## src/rtl/mmu_arbiter_pkg.sv

```systemverilog
// rtl/mmu_arbiter_pkg.sv - shared types and exception codes for the IF/MEM MMU arbiter
package mmu_arbiter_pkg;

  typedef enum logic [2:0] {
    ST_IDLE  = 3'd0,
    ST_XLATE = 3'd1,
    ST_BUS   = 3'd2,
    ST_DONE  = 3'd3,
    ST_EXC   = 3'd4
  } state_t;

  typedef enum logic {
    SRC_IF  = 1'b0,
    SRC_MEM = 1'b1
  } src_t;

  localparam logic [4:0] EXC_TLBL = 5'd2;
  localparam logic [4:0] EXC_TLBS = 5'd3;
  localparam logic [4:0] EXC_IBE  = 5'd6;
  localparam logic [4:0] EXC_DBE  = 5'd7;

  // Only a data store reports TLBS; fetches and loads both report TLBL.
  function automatic logic [4:0] tlb_exc_code(input src_t src, input logic we);
    return (src == SRC_MEM && we) ? EXC_TLBS : EXC_TLBL;
  endfunction

endpackage

```

## src/rtl/mmu_timeout_cnt.sv

```systemverilog
// rtl/mmu_timeout_cnt.sv - bus acknowledge watchdog counter
module mmu_timeout_cnt #(
  parameter int TIMEOUT_CYCLES = 255
) (
  input  logic clk,
  input  logic rst,
  input  logic clear,
  input  logic enable,
  output logic expired
);

  logic [7:0] cnt_q;
  logic [8:0] cnt_inc;

  // Expiry fires in the cycle whose increment would reach the limit, so bus_req
  // stays high for exactly TIMEOUT_CYCLES cycles.
  assign cnt_inc = {1'b0, cnt_q} + 9'd1;
  assign expired = enable && (cnt_inc == 9'(TIMEOUT_CYCLES));

  always_ff @(posedge clk or posedge rst) begin
    if (rst) begin
      cnt_q <= '0;
    end else if (clear) begin
      cnt_q <= '0;
    end else if (enable) begin
      cnt_q <= cnt_q + 8'd1;
    end
  end

endmodule

```

## src/rtl/mmu_arbiter.sv

```systemverilog
// rtl/mmu_arbiter.sv - arbitrates IF/MEM over one TLB lookup port and one memory bus
module mmu_arbiter
  import mmu_arbiter_pkg::*;
#(
  parameter int TIMEOUT_CYCLES = 255,
  parameter int ADDR_W         = 32
) (
  input  logic              clk,
  input  logic              rst,
  input  logic              flush,
  input  logic              if_req,
  input  logic [ADDR_W-1:0] if_addr,
  output logic              if_ack,
  output logic [ADDR_W-1:0] if_rdata,
  input  logic              mem_req,
  input  logic              mem_we,
  input  logic [ADDR_W-1:0] mem_addr,
  input  logic [3:0]        mem_sel,
  input  logic [ADDR_W-1:0] mem_wdata,
  output logic              mem_ack,
  output logic [ADDR_W-1:0] mem_rdata,
  output logic [ADDR_W-1:0] tlb_addr_o,
  input  logic              tlb_hit_i,
  input  logic [ADDR_W-1:0] tlb_paddr_i,
  output logic              bus_req,
  output logic              bus_we,
  output logic [ADDR_W-1:0] bus_addr,
  output logic [3:0]        bus_sel,
  output logic [ADDR_W-1:0] bus_wdata,
  input  logic              bus_ack,
  input  logic [ADDR_W-1:0] bus_rdata,
  output logic              stallreq,
  output logic              exc_valid,
  output logic [4:0]        exc_code,
  output logic [ADDR_W-1:0] exc_badvaddr
);

  state_t            state_q, state_d;
  src_t              src_q, last_grant_q, grant_src;
  logic              grant_valid;
  logic [ADDR_W-1:0] vaddr_q, paddr_q, wdata_q, rdata_q;
  logic              we_q, discard_q, discard_eff;
  logic [3:0]        sel_q;
  logic [4:0]        exc_code_q;
  logic              cnt_clear, cnt_en, expired;

  mmu_timeout_cnt #(.TIMEOUT_CYCLES(TIMEOUT_CYCLES)) u_timeout (
    .clk     (clk),
    .rst     (rst),
    .clear   (cnt_clear),
    .enable  (cnt_en),
    .expired (expired)
  );

  // A flush arriving in the same cycle as the bus completion already discards it.
  assign discard_eff = discard_q | flush;

  always_ff @(posedge clk or posedge rst) begin
    if (rst) state_q <= ST_IDLE;
    else     state_q <= state_d;
  end

  always_comb begin
    state_d     = state_q;
    grant_valid = 1'b0;
    grant_src   = SRC_IF;
    cnt_clear   = 1'b0;
    cnt_en      = 1'b0;
    case (state_q)
      ST_IDLE: begin
        if (!flush && (if_req || mem_req)) begin
          grant_valid = 1'b1;
          if (if_req && mem_req) grant_src = (last_grant_q == SRC_IF) ? SRC_MEM : SRC_IF;
          else                   grant_src = if_req ? SRC_IF : SRC_MEM;
          state_d = ST_XLATE;
        end
      end
      ST_XLATE: begin
        if (flush) begin
          state_d = ST_IDLE;
        end else if (tlb_hit_i) begin
          cnt_clear = 1'b1;
          state_d   = ST_BUS;
        end else begin
          state_d = ST_EXC;
        end
      end
      ST_BUS: begin
        cnt_en = !bus_ack;
        if (bus_ack)      state_d = discard_eff ? ST_IDLE : ST_DONE;
        else if (expired) state_d = discard_eff ? ST_IDLE : ST_EXC;
      end
      ST_DONE: state_d = ST_IDLE;
      ST_EXC:  state_d = ST_IDLE;
      default: state_d = ST_IDLE;
    endcase
  end

  always_ff @(posedge clk or posedge rst) begin
    if (rst) begin
      src_q        <= SRC_IF;
      last_grant_q <= SRC_IF;
      vaddr_q      <= '0;
      paddr_q      <= '0;
      wdata_q      <= '0;
      rdata_q      <= '0;
      we_q         <= 1'b0;
      sel_q        <= 4'h0;
      discard_q    <= 1'b0;
      exc_code_q   <= 5'd0;
    end else begin
      case (state_q)
        ST_IDLE: begin
          if (grant_valid) begin
            src_q        <= grant_src;
            last_grant_q <= grant_src;
            discard_q    <= 1'b0;
            if (grant_src == SRC_IF) begin
              vaddr_q <= if_addr;
              we_q    <= 1'b0;
              sel_q   <= 4'hF;
              wdata_q <= '0;
            end else begin
              vaddr_q <= mem_addr;
              we_q    <= mem_we;
              sel_q   <= mem_sel;
              wdata_q <= mem_wdata;
            end
          end
        end
        ST_XLATE: begin
          if (tlb_hit_i) paddr_q    <= tlb_paddr_i;
          else           exc_code_q <= tlb_exc_code(src_q, we_q);
        end
        ST_BUS: begin
          if (flush) discard_q <= 1'b1;
          if (bus_ack) begin
            if (!discard_eff) rdata_q <= bus_rdata;
          end else if (expired) begin
            exc_code_q <= (src_q == SRC_IF) ? EXC_IBE : EXC_DBE;
          end
        end
        default: ;
      endcase
    end
  end

  assign tlb_addr_o   = (state_q == ST_XLATE) ? vaddr_q : '0;
  assign bus_req      = (state_q == ST_BUS);
  assign bus_we       = bus_req & we_q;
  assign bus_addr     = bus_req ? paddr_q : '0;
  assign bus_sel      = bus_req ? sel_q : 4'h0;
  assign bus_wdata    = bus_req ? wdata_q : '0;
  assign if_ack       = (state_q == ST_DONE) && (src_q == SRC_IF);
  assign mem_ack      = (state_q == ST_DONE) && (src_q == SRC_MEM);
  assign if_rdata     = rdata_q;
  assign mem_rdata    = rdata_q;
  assign exc_valid    = (state_q == ST_EXC);
  assign exc_code     = exc_valid ? exc_code_q : 5'd0;
  assign exc_badvaddr = exc_valid ? vaddr_q : '0;
  assign stallreq     = ~rst & ((if_req & ~if_ack) | (mem_req & ~mem_ack));

endmodule

```

## config.mk

```make
export PLATFORM = sky130hd
export DESIGN_NAME = mmu_arbiter
export DESIGN_NICKNAME = d
export VERILOG_FILES = /design/src/rtl/mmu_arbiter_pkg.sv /design/src/rtl/mmu_timeout_cnt.sv /design/src/rtl/mmu_arbiter.sv
export SDC_FILE = /design/constraint.sdc
export NUM_CORES = 1
export LEC_CHECK = 0
export BUFFER_PORTS_ARGS = -buffer_cell sky130_fd_sc_hd__clkbuf_2
export CORE_MARGIN = 5
export CORE_UTILIZATION = 30
export CTS_CLUSTER_DIAMETER = 120
export DETAILED_ROUTE_END_ITERATION = 7
export HOLD_SLACK_MARGIN = 0.15
export PLACE_DENSITY = 0.67
export SYNTH_ARGS = -nofsm -noshare
export SYNTH_HDL_FRONTEND = slang
export SYNTH_SLANG_ARGS = --single-unit
```

## constraint.sdc

```tcl
create_clock -name clk -period 13.08 [get_ports clk]
set_clock_uncertainty 0.05 [all_clocks]
set_input_delay 0.654 -clock clk [delete_from_list [all_inputs] [get_ports clk]]
set_output_delay 0.654 -clock clk [all_outputs]
set_load 0.01 [all_outputs]
```

==> qor.yml, run 1 <==
worst_setup_path:
  worstPathRequired_ns: 13.38
  critPathLaunchType: "flip-flop"
  cp.arrival_ns: 3.97
  cp-end-kind: "flip-flop"
  worstPathMaxFanout: 35
  setup.worst_path.class: "flip-flop to flip-flop"
yosys:
  synth-xor-area-share_pct: 0.699
  netlist_area_mm2: 0.00752
  synth-warning-count: 0
  synth_top_family_by_area: "simple AND/OR/NAND/NOR gates"
  synth_compound_area_share_pct: 4.29
  synthSimpleGateAreaFrac_pct: 22.0
  seq_area_frac_synth_pct: 49.6
  synthCells: 724
  synthMuxAreaShare_pct: 15.7
  synthAdderAreaFrac_pct: 0.333
  yosysTopAreaCell: "dfrtp_1"
  yosysTopAreaCellShare_pct: 49.6
  yosys.cell_count.top_type: "dfrtp_1"
  ys_types: 44
  synth-edff-count: 0
  synth.avg_cell_area_um2: 10.4
  synth_area_leaders: "dfrtp_1 50%, mux2_4 6.0%, and2_1 5.8%"
  synthFlopType: "dfrtp_1"
  async_reset_ff_share_pct: 100
  synth_seq_cells: 149
  ys_top_cells_by_count: "149 x dfrtp_1, 105 x nand2_1, 70 x and2_1"
cts:
  cts_resized: 0
  clock-root-buffer: "clkbuf_16"
  clk-insertion-delay-late_ns: 0.41
  cts_hold_buffers: 0
  ctsHtreeMaxLevel: 4
  cts_tree: "built"
  cts-buffers-inserted: 17
  clk_pin_slew_ns: 0.07
  post_cts_buffers: 0
  clockBufferDepth: 2
  clkSinkCount: 149
die:
  num_io_pins: 379
  die_y_um: 168
  die_area_mm2: 0.0283
  core_mm2: 0.0250
  die_width_um: 168
  start_util_pct: 30.1
  fp-row-count: 58
power:
  powerDensity_mw_per_mm2: 208
  p_leak_nw: 5.75
  vdd_drop_max_mv: 0.0765
sta:
  fmax_mhz: 273
  fin_crit_ns: 3.67
  final.setup.tns_ns: 0
  worst-slew-pin-transition_ns: 1.12
  hold_viol: 0
  slew_headroom_pct: 25.3
  rsz0062_at_grt: "false"
  setup_slack_ns: 9.41
  slew_violations: 0
  period_share_pct: 28.0
  setup_viol: 0
grt:
  first_global_vias: 6305
  grt_pass1_wl_um: 34600
  grt_usage_pct: 15.2
  grt_antenna_before_repair: 0
  grt_overflow: 0
  grt_max_degree: 78
cells_and_area:
  n_antenna_cell: 0
  areaGrowthSynthToFinish_pct: 33.6
  drive_above_1_share_pct: 46.6
  nFillCells: 2530
  finalNetCount: 1214
route:
  dr.pass1.iters: 4
  vias_per_cell: 4.52
  wl_um: 22300
  post_drt_wl_per_cell_um: 16.1
  initialDrtViolationCount: 332
  vias: 6248
  drc: 0
  drtAntennaViolNets: 0
job:
  cap_violations: 0
placed_design:
  dp_hpwl_um: 16600
  gp_congestion: 0.831
  dpl_worst_slack_ns: 9.34
  numPortBuffers: 376
run_status:
  status: "finished clean"
hold_path:
  hold_path_class: "primary input to asynchronous set/reset pin"
## worst max-delay path: stages (launching register included)
cell and delay, ns:
dfrtp_1 0.59, buf_4 0.33, nor2_2 0.86, nand3_2 0.90
nor2_1 0.65, or3b_2 0.21
## path summary, 6_finish.rpt
path / from / endpoint / slack [ns] / depth (start not counted)
max reg2reg: state_q[2] / state_q[1] / 9.41 / 5
min in group clk: mem_wdata[19] / wdata_q[19] / 0.40 / 3
max: state_q[2] / state_q[1] / 9.41 / 5
min reg2reg: wdata_q[26] / wdata_q[26] / 0.41 / 2
max in group asynchronous: rst / paddr_q[16] / 11.16 / 3
min: rst / wdata_q[21] / 0.33 / 2
## sequential cells by signal, summed over array words and instances (netlist names)
| name | flops |
|---|---|
| if_rdata | 32 |
| paddr_q | 32 |
| sel_q | 4 |
| u_timeout.cnt_q | 8 |
| discard_q | 1 |
| wdata_q | 32 |
| state_q | 3 |
| last_grant_q | 1 |
| vaddr_q | 32 |
| we_q | 1 |
| exc_code_q | 3 |
## logic make-up after synthesis
| family | Yosys count |
|---|---|
| multiplexers | 99 |
| other | 1 |
| buffers and inverters | 98 |
| adder cells (fa/ha/maj) | 2 |
| AO/OA/AOI/OAI | 57 |
| flip-flops | 149 |
| XOR/XNOR | 6 |
| AND/OR/NAND/NOR | 312 |
## routing by layer
| layer | global-route usage (%) | part of all wire [%] | vias up |
|---|---|---|---|
| li1 | - | - | 3040 |
| met1 | 18.1 | 39 | 2939 |
| met2 | 26.9 | 51 | 248 |
| met3 | 4.13 | 7.4 | 21 |
| met4 | 4.23 | 1.7 | 0 |
| met5 | 0 | 0 | - |
## cells in the final DEF (no fill, tap or decap), types with 3 or more instances in the layout
cell type  netlist  layout
mux2i_1         35      35
nand3_1         35      35
mux2_2          34      34
clkbuf_2         0     376
buf_4           35       7
inv_6            0       5
a21oi_1          3       3
and3_1          69      69
mux2_4          30      30
clkbuf_16        0      17
inv_1           10       9
a31oi_1          5       5
nand2_1        105     105
dfrtp_1        149     149
o21ai_0         38      38
xor2_1           4       4
and2_1          70      70
nor2_1          16      14
bufinv_16        0       4
## report_power, final
group	internal, mW	switching, mW	total (mW)
combinational	0.342	0.410	0.752
sequential	0.665	0.133	0.798
clock	0.335	0.203	0.538
total	1.34	0.746	2.09
## through the flow
stage | hold WS (ns) | utilization (%) | std cells | area, µm² | total power, mW
3_5_place_dp | 0.397 | 37.6 | 1351 | 9390 | 1.57
3_3_place_gp | 0.391 | 37.6 | 1351 | 9390 | 1.55
4_1_cts | 0.359 | 40.2 | 1383 | 10000 | 2.12
2_1_floorplan | 0.380 | - | 725 | 7520 | 1.32
5_1_grt | 0.380 | 40.2 | 1383 | 10000 | 2.23
6_report | 0.331 | 40.2 | 1383 | 10000 | 2.09
## area by class of cell
type	instances	area [µm²]	share of cell area [%]
timing repair buffer	383	1930	19.3
tap	330	413	4.11
multi-input combinational	478	3270	32.6
clock inverter	12	191	1.91
sequential	149	3730	37.1
clock buffer	20	457	4.55
inverter	11	46.3	0.461
(Power assumes the default switching activity.)
==> run 2: changes to the inputs <==
Settings changed: PLACE_DENSITY 0.67 to 0.69.
Clock period 13.08 ns to 3 ns, I/O delays scaled along.
==> qor.yml, run 2 (synthesis results as in run 1) <==
placed_design:
  dp_hpwl_um: 16400
  numPortBuffers: 376
  gp_congestion: 0.761
die:
  start_util_pct: 30.1
  die_width_um: 168
  core_mm2: 0.0250
  num_io_pins: 379
  fp-row-count: 58
  die_y_um: 168
  die_area_mm2: 0.0283
sta:
  hold_viol: 0
  slew_headroom_pct: 55.3
  rsz0062_at_grt: "false"
  final.setup.tns_ns: 0
  fin_crit_ns: 2.69
  fmax_mhz: 371
  worst-slew-pin-transition_ns: 0.670
  setup_viol: 0
  period_share_pct: 89.7
  slew_violations: 0
cts:
  clock-root-buffer: "clkbuf_16"
  clkSinkCount: 149
  ctsHtreeMaxLevel: 4
  clockBufferDepth: 2
  cts-buffers-inserted: 17
  post_cts_buffers: 0
  clk-insertion-delay-late_ns: 0.41
  clk_pin_slew_ns: 0.07
  cts_tree: "built"
hold_path:
  hold_path_class: "primary input to flip-flop"
grt:
  grt_overflow: 0
  grt_antenna_before_repair: 0
  grt_pass1_wl_um: 39500
  first_global_vias: 7543
  grt_usage_pct: 17.4
  grt_max_degree: 75
worst_setup_path:
  cp.arrival_ns: 2.49
  critPathLaunchType: "flip-flop"
  worstPathRequired_ns: 2.80
  setup.worst_path.class: "flip-flop to primary output"
  worstPathMaxFanout: 52
  cp-end-kind: "primary output"
cells_and_area:
  final-seq-area_mm2: 0.00373
  final_common_cell: "clkbuf_2"
  final_core_util_pct: 47.1
  drive_above_1_share_pct: 40.7
  areaGrowthSynthToFinish_pct: 56.5
  finalNetCount: 1393
  layout_common_cells: "376 x clkbuf_2, 170 x dlygate4sd3_1, 149 x dfrtp_1"
  multi_input_area_mm2: 0.00327
  nFillCells: 2256
power:
  powerDensity_mw_per_mm2: 784
  p_leak_nw: 6.48
  vdd_drop_max_mv: 0.293
route:
  dr.pass1.iters: 4
  vias_per_cell: 4.56
  drtAntennaViolNets: 0
  drc: 0
  vias: 7132
  initialDrtViolationCount: 482
  post_drt_wl_per_cell_um: 16.2
  wl_um: 25400
run_status:
  status: "finished clean"
job:
  cap_violations: 0
## run 2: cell types whose count changed in the layout (fill, tap and decap cells not counted), sizes merged
| cell | change |
|---|---|
| buf | +9 |
| bufinv | -3 |
| clkinv | +3 |
| clkinvlp | +2 |
| diode | +1 |
| dlygate4sd3 | +170 |
| inv | -2 |
## run 2: cell type report
| class | instances | share of cell area, % |
|---|---|---|
| Sequential cell | 149 | 31.7 |
| Timing Repair Buffer | 562 | 31.6 |
| Multi-Input combinational cell | 478 | 27.8 |
| Clock buffer | 20 | 3.97 |
| Tap cell | 330 | 3.51 |
| Clock inverter | 12 | 0.989 |
| Inverter | 11 | 0.383 |
| Antenna cell | 1 | 0.0213 |
## run 2: path summary, 6_finish.rpt
check	slack, ns	end	cells past startpoint	start
worst max-delay path	0.31	bus_wdata[22]	5	state_q[1]
worst min-delay path	0.23	wdata_q[17]	4	if_req
worst max register to register	0.39	if_rdata[6]	4	state_q[1]
worst min register to register	0.41	exc_code_q[1]	1	exc_code_q[1]
max in group asynchronous	2.08	wdata_q[7]	4	rst
min in group asynchronous	0.40	u_timeout.cnt_q[3]	4	rst
## run 2: critical path, cell delays in order (launching register included)
cell	delay, ns
dfrtp_1	0.59
or3b_4	0.46
inv_2	0.29
buf_6	0.36
and2_1	0.21
clkbuf_2	0.14
## run 2: report_power, final
group	total (mW)	switching, mW	internal, mW
registers	3.50	0.599	2.90
clock network	2.12	0.900	1.22
logic	3.60	1.89	1.71
## run 2: what timing repair did
action | CTS | global route
hold buffers | 170 | 0
endpoints found under the hold margin | 289 | 0
endpoints found under the setup margin | 0 | 1
resized for setup | 0 | 1
## run 2: through the flow
stage	cell area, µm²	power [mW]	worst slack (ns)	std cells	hold slack (ns)
final	11800	9.22	0.308	1563	0.231
after global placement	9470	6.80	0.438	1360	0.273
after floorplan	7530	5.75	0.925	725	0.170
after global routing	11800	9.85	0.138	1562	0.282
after detailed placement	9470	6.89	0.347	1360	0.293
after CTS	11800	9.29	0.154	1562	0.231
## run 2: routing by layer
metal	wire, µm	global-route usage (%)	part of all wire, %	vias up
li1	-	-	-	3395
met1	9810	19.8	39	3374
met2	13100	31.4	52	311
met3	1650	4.04	6.5	52
met4	762	6.81	3.0	0
met5	0	0	0	-
==> run 3: changes to the inputs <==
Settings changed: MAX_ROUTING_LAYER from default to met4.
==> qor.yml, run 3 (synthesis results as in run 1) <==
cts:
  clkSinkCount: 149
  clockBufferDepth: 2
  clk_pin_slew_ns: 0.07
  cts-buffers-inserted: 17
  clock-root-buffer: "clkbuf_16"
  clk-insertion-delay-late_ns: 0.41
  ctsHtreeMaxLevel: 4
  cts_tree: "built"
route:
  initialDrtViolationCount: 454
  drt-met1-wl_um: 9850
  drc: 0
  route.met3.wl_um: 1620
  highest_layer: "met4"
  vias: 7106
  wl_met2_um: 13200
  dr.pass1.iters: 4
  vias_per_cell: 4.54
  wl_um: 25400
  drtAntennaViolNets: 0
  post_drt_wl_per_cell_um: 16.2
worst_setup_path:
  reg2reg_depth: 4
  setup.worst_path.class: "flip-flop to primary output"
  crit_chain: "or3b_4, inv_2, buf_4, and2_1, clkbuf_2"
  crit_family: "buffers and inverters"
  worstPathRequired_ns: 2.80
  cp-end-kind: "primary output"
  rr_endpoint: "if_rdata[6]"
  critPathLaunchType: "flip-flop"
  crit_path_start: "state_q[1]"
  slowest_stage: "dfrtp_1"
  worstPathMaxFanout: 52
  r2r_slack_ns: 0.40
  reg2reg_from: "state_q[1]"
  path_buf_inv: 3
  cp.arrival_ns: 2.61
  critical_path.endpoint: "bus_wdata[26]"
  cpPeakStageDelay_ns: 0.59
  path_depth: 5
hold_path:
  hold_path_class: "primary input to flip-flop"
power:
  vdd_drop_max_mv: 0.293
  p_int_mw: 5.83
  power_mw: 9.23
  power_switching_mw: 3.39
  p_clk_share_pct: 23.0
  p_comb_share_pct: 39.0
  sequentialPowerShare_pct: 37.9
  swShare_pct: 36.8
  p_leak_nw: 6.48
  powerDensity_mw_per_mm2: 784
job:
  cap_violations: 0
sta:
  slew_violations: 0
  hold_ws_ns: 0.234
  period_share_pct: 93.8
  fin_crit_ns: 2.81
  hold_viol: 0
  worst-slew-pin-transition_ns: 0.670
  setup_viol: 0
  slew_headroom_pct: 55.3
  final.setup.tns_ns: 0
  rsz0062_at_grt: "false"
  fmax_mhz: 355
die:
  fp-row-count: 58
  num_io_pins: 379
  core_mm2: 0.0250
  die_area_mm2: 0.0283
  start_util_pct: 30.1
  die_y_um: 168
  die_width_um: 168
cells_and_area:
  finalNetCount: 1393
  drive_above_1_share_pct: 40.7
  final_common_cell: "clkbuf_2"
  layout_common_cells: "376 x clkbuf_2, 170 x dlygate4sd3_1, 149 x dfrtp_1"
  final_core_util_pct: 47.1
  areaGrowthSynthToFinish_pct: 56.4
placed_design:
  numPortBuffers: 376
  gp_congestion: 0.771
  dp_hpwl_um: 16400
grt:
  grt_overflow: 0
  grt_antenna_before_repair: 0
  grt_usage_pct: 17.9
  grt_pass1_wl_um: 39500
  first_global_vias: 7531
  grt_max_degree: 75
run_status:
  status: "finished clean"
run 3: changes by cell type in the layout (fill, tap and decap cells not counted):
| cell | delta |
|---|---|
| diode_2 | +1 |
| buf_4 | +1 |
| buf_6 | -1 |
run 3: worst register-to-register path: cells and delay by family, from the launching register on:
| family | cells | cell delay (ns) |
|---|---|---|
| muxes | 1 | 0.54 |
| and+or+nand+nor | 2 | 1.03 |
| buffers and inverters | 1 | 0.29 |
| DFF | 1 | 0.59 |
run 3: worst min path at each step:
stage	start	endpoint	slack [ns]	depth (start not counted)
finish	if_req	wdata_q[17]	0.23	4
global route	if_req	wdata_q[17]	0.28	4
CTS	if_req	wdata_q[17]	0.23	4
detailed placement	rst	vaddr_q[3]	0.29	3
global placement	rst	vaddr_q[3]	0.27	3
floorplan	flush	state_q[2]	0.17	1
run 3: layout make-up:
class	count	area, µm²
antenna	2	5.00
clock buffer	20	467
clock inverter	12	116
fill	2255	13200
inverter	11	45.0
multi-input combinational	478	3270
sequential	149	3730
tap	330	413
timing repair buffer	562	3720
run 3: timing repair:
| item | in CTS | in global routing |
|---|---|---|
| gates resized for setup | 0 | 0 |
| hold endpoints to repair | 289 | 0 |
| hold buffers | 170 | 0 |
| setup buffers | 0 | 0 |
run 3: per-stage QoR:
step	cell area (µm²)	cells	setup WS, ns
3_3_place_gp	9470	1360	0.438
2_1_floorplan	7530	725	0.925
5_1_grt	11800	1562	0.000664
6_report	11800	1564	0.185
3_5_place_dp	9470	1360	0.347
4_1_cts	11800	1562	0.154
run 3: power by group through the flow:
stage | clock network, mW | logic [mW] | registers [mW]
after floorplan | 0 | 2.35 | 3.40
after global placement | 0 | 3.31 | 3.49
after detailed placement | 0 | 3.38 | 3.51
after CTS | 2.19 | 3.61 | 3.49
after global routing | 2.28 | 3.96 | 3.61
final | 2.12 | 3.60 | 3.50
run 3: per-layer routing:
metal  track usage, %  up-vias
met5                -        -
met1             20.1     3361
met4             6.70        0
met2             31.4      307
li1                 -     3395
met3             3.73       43
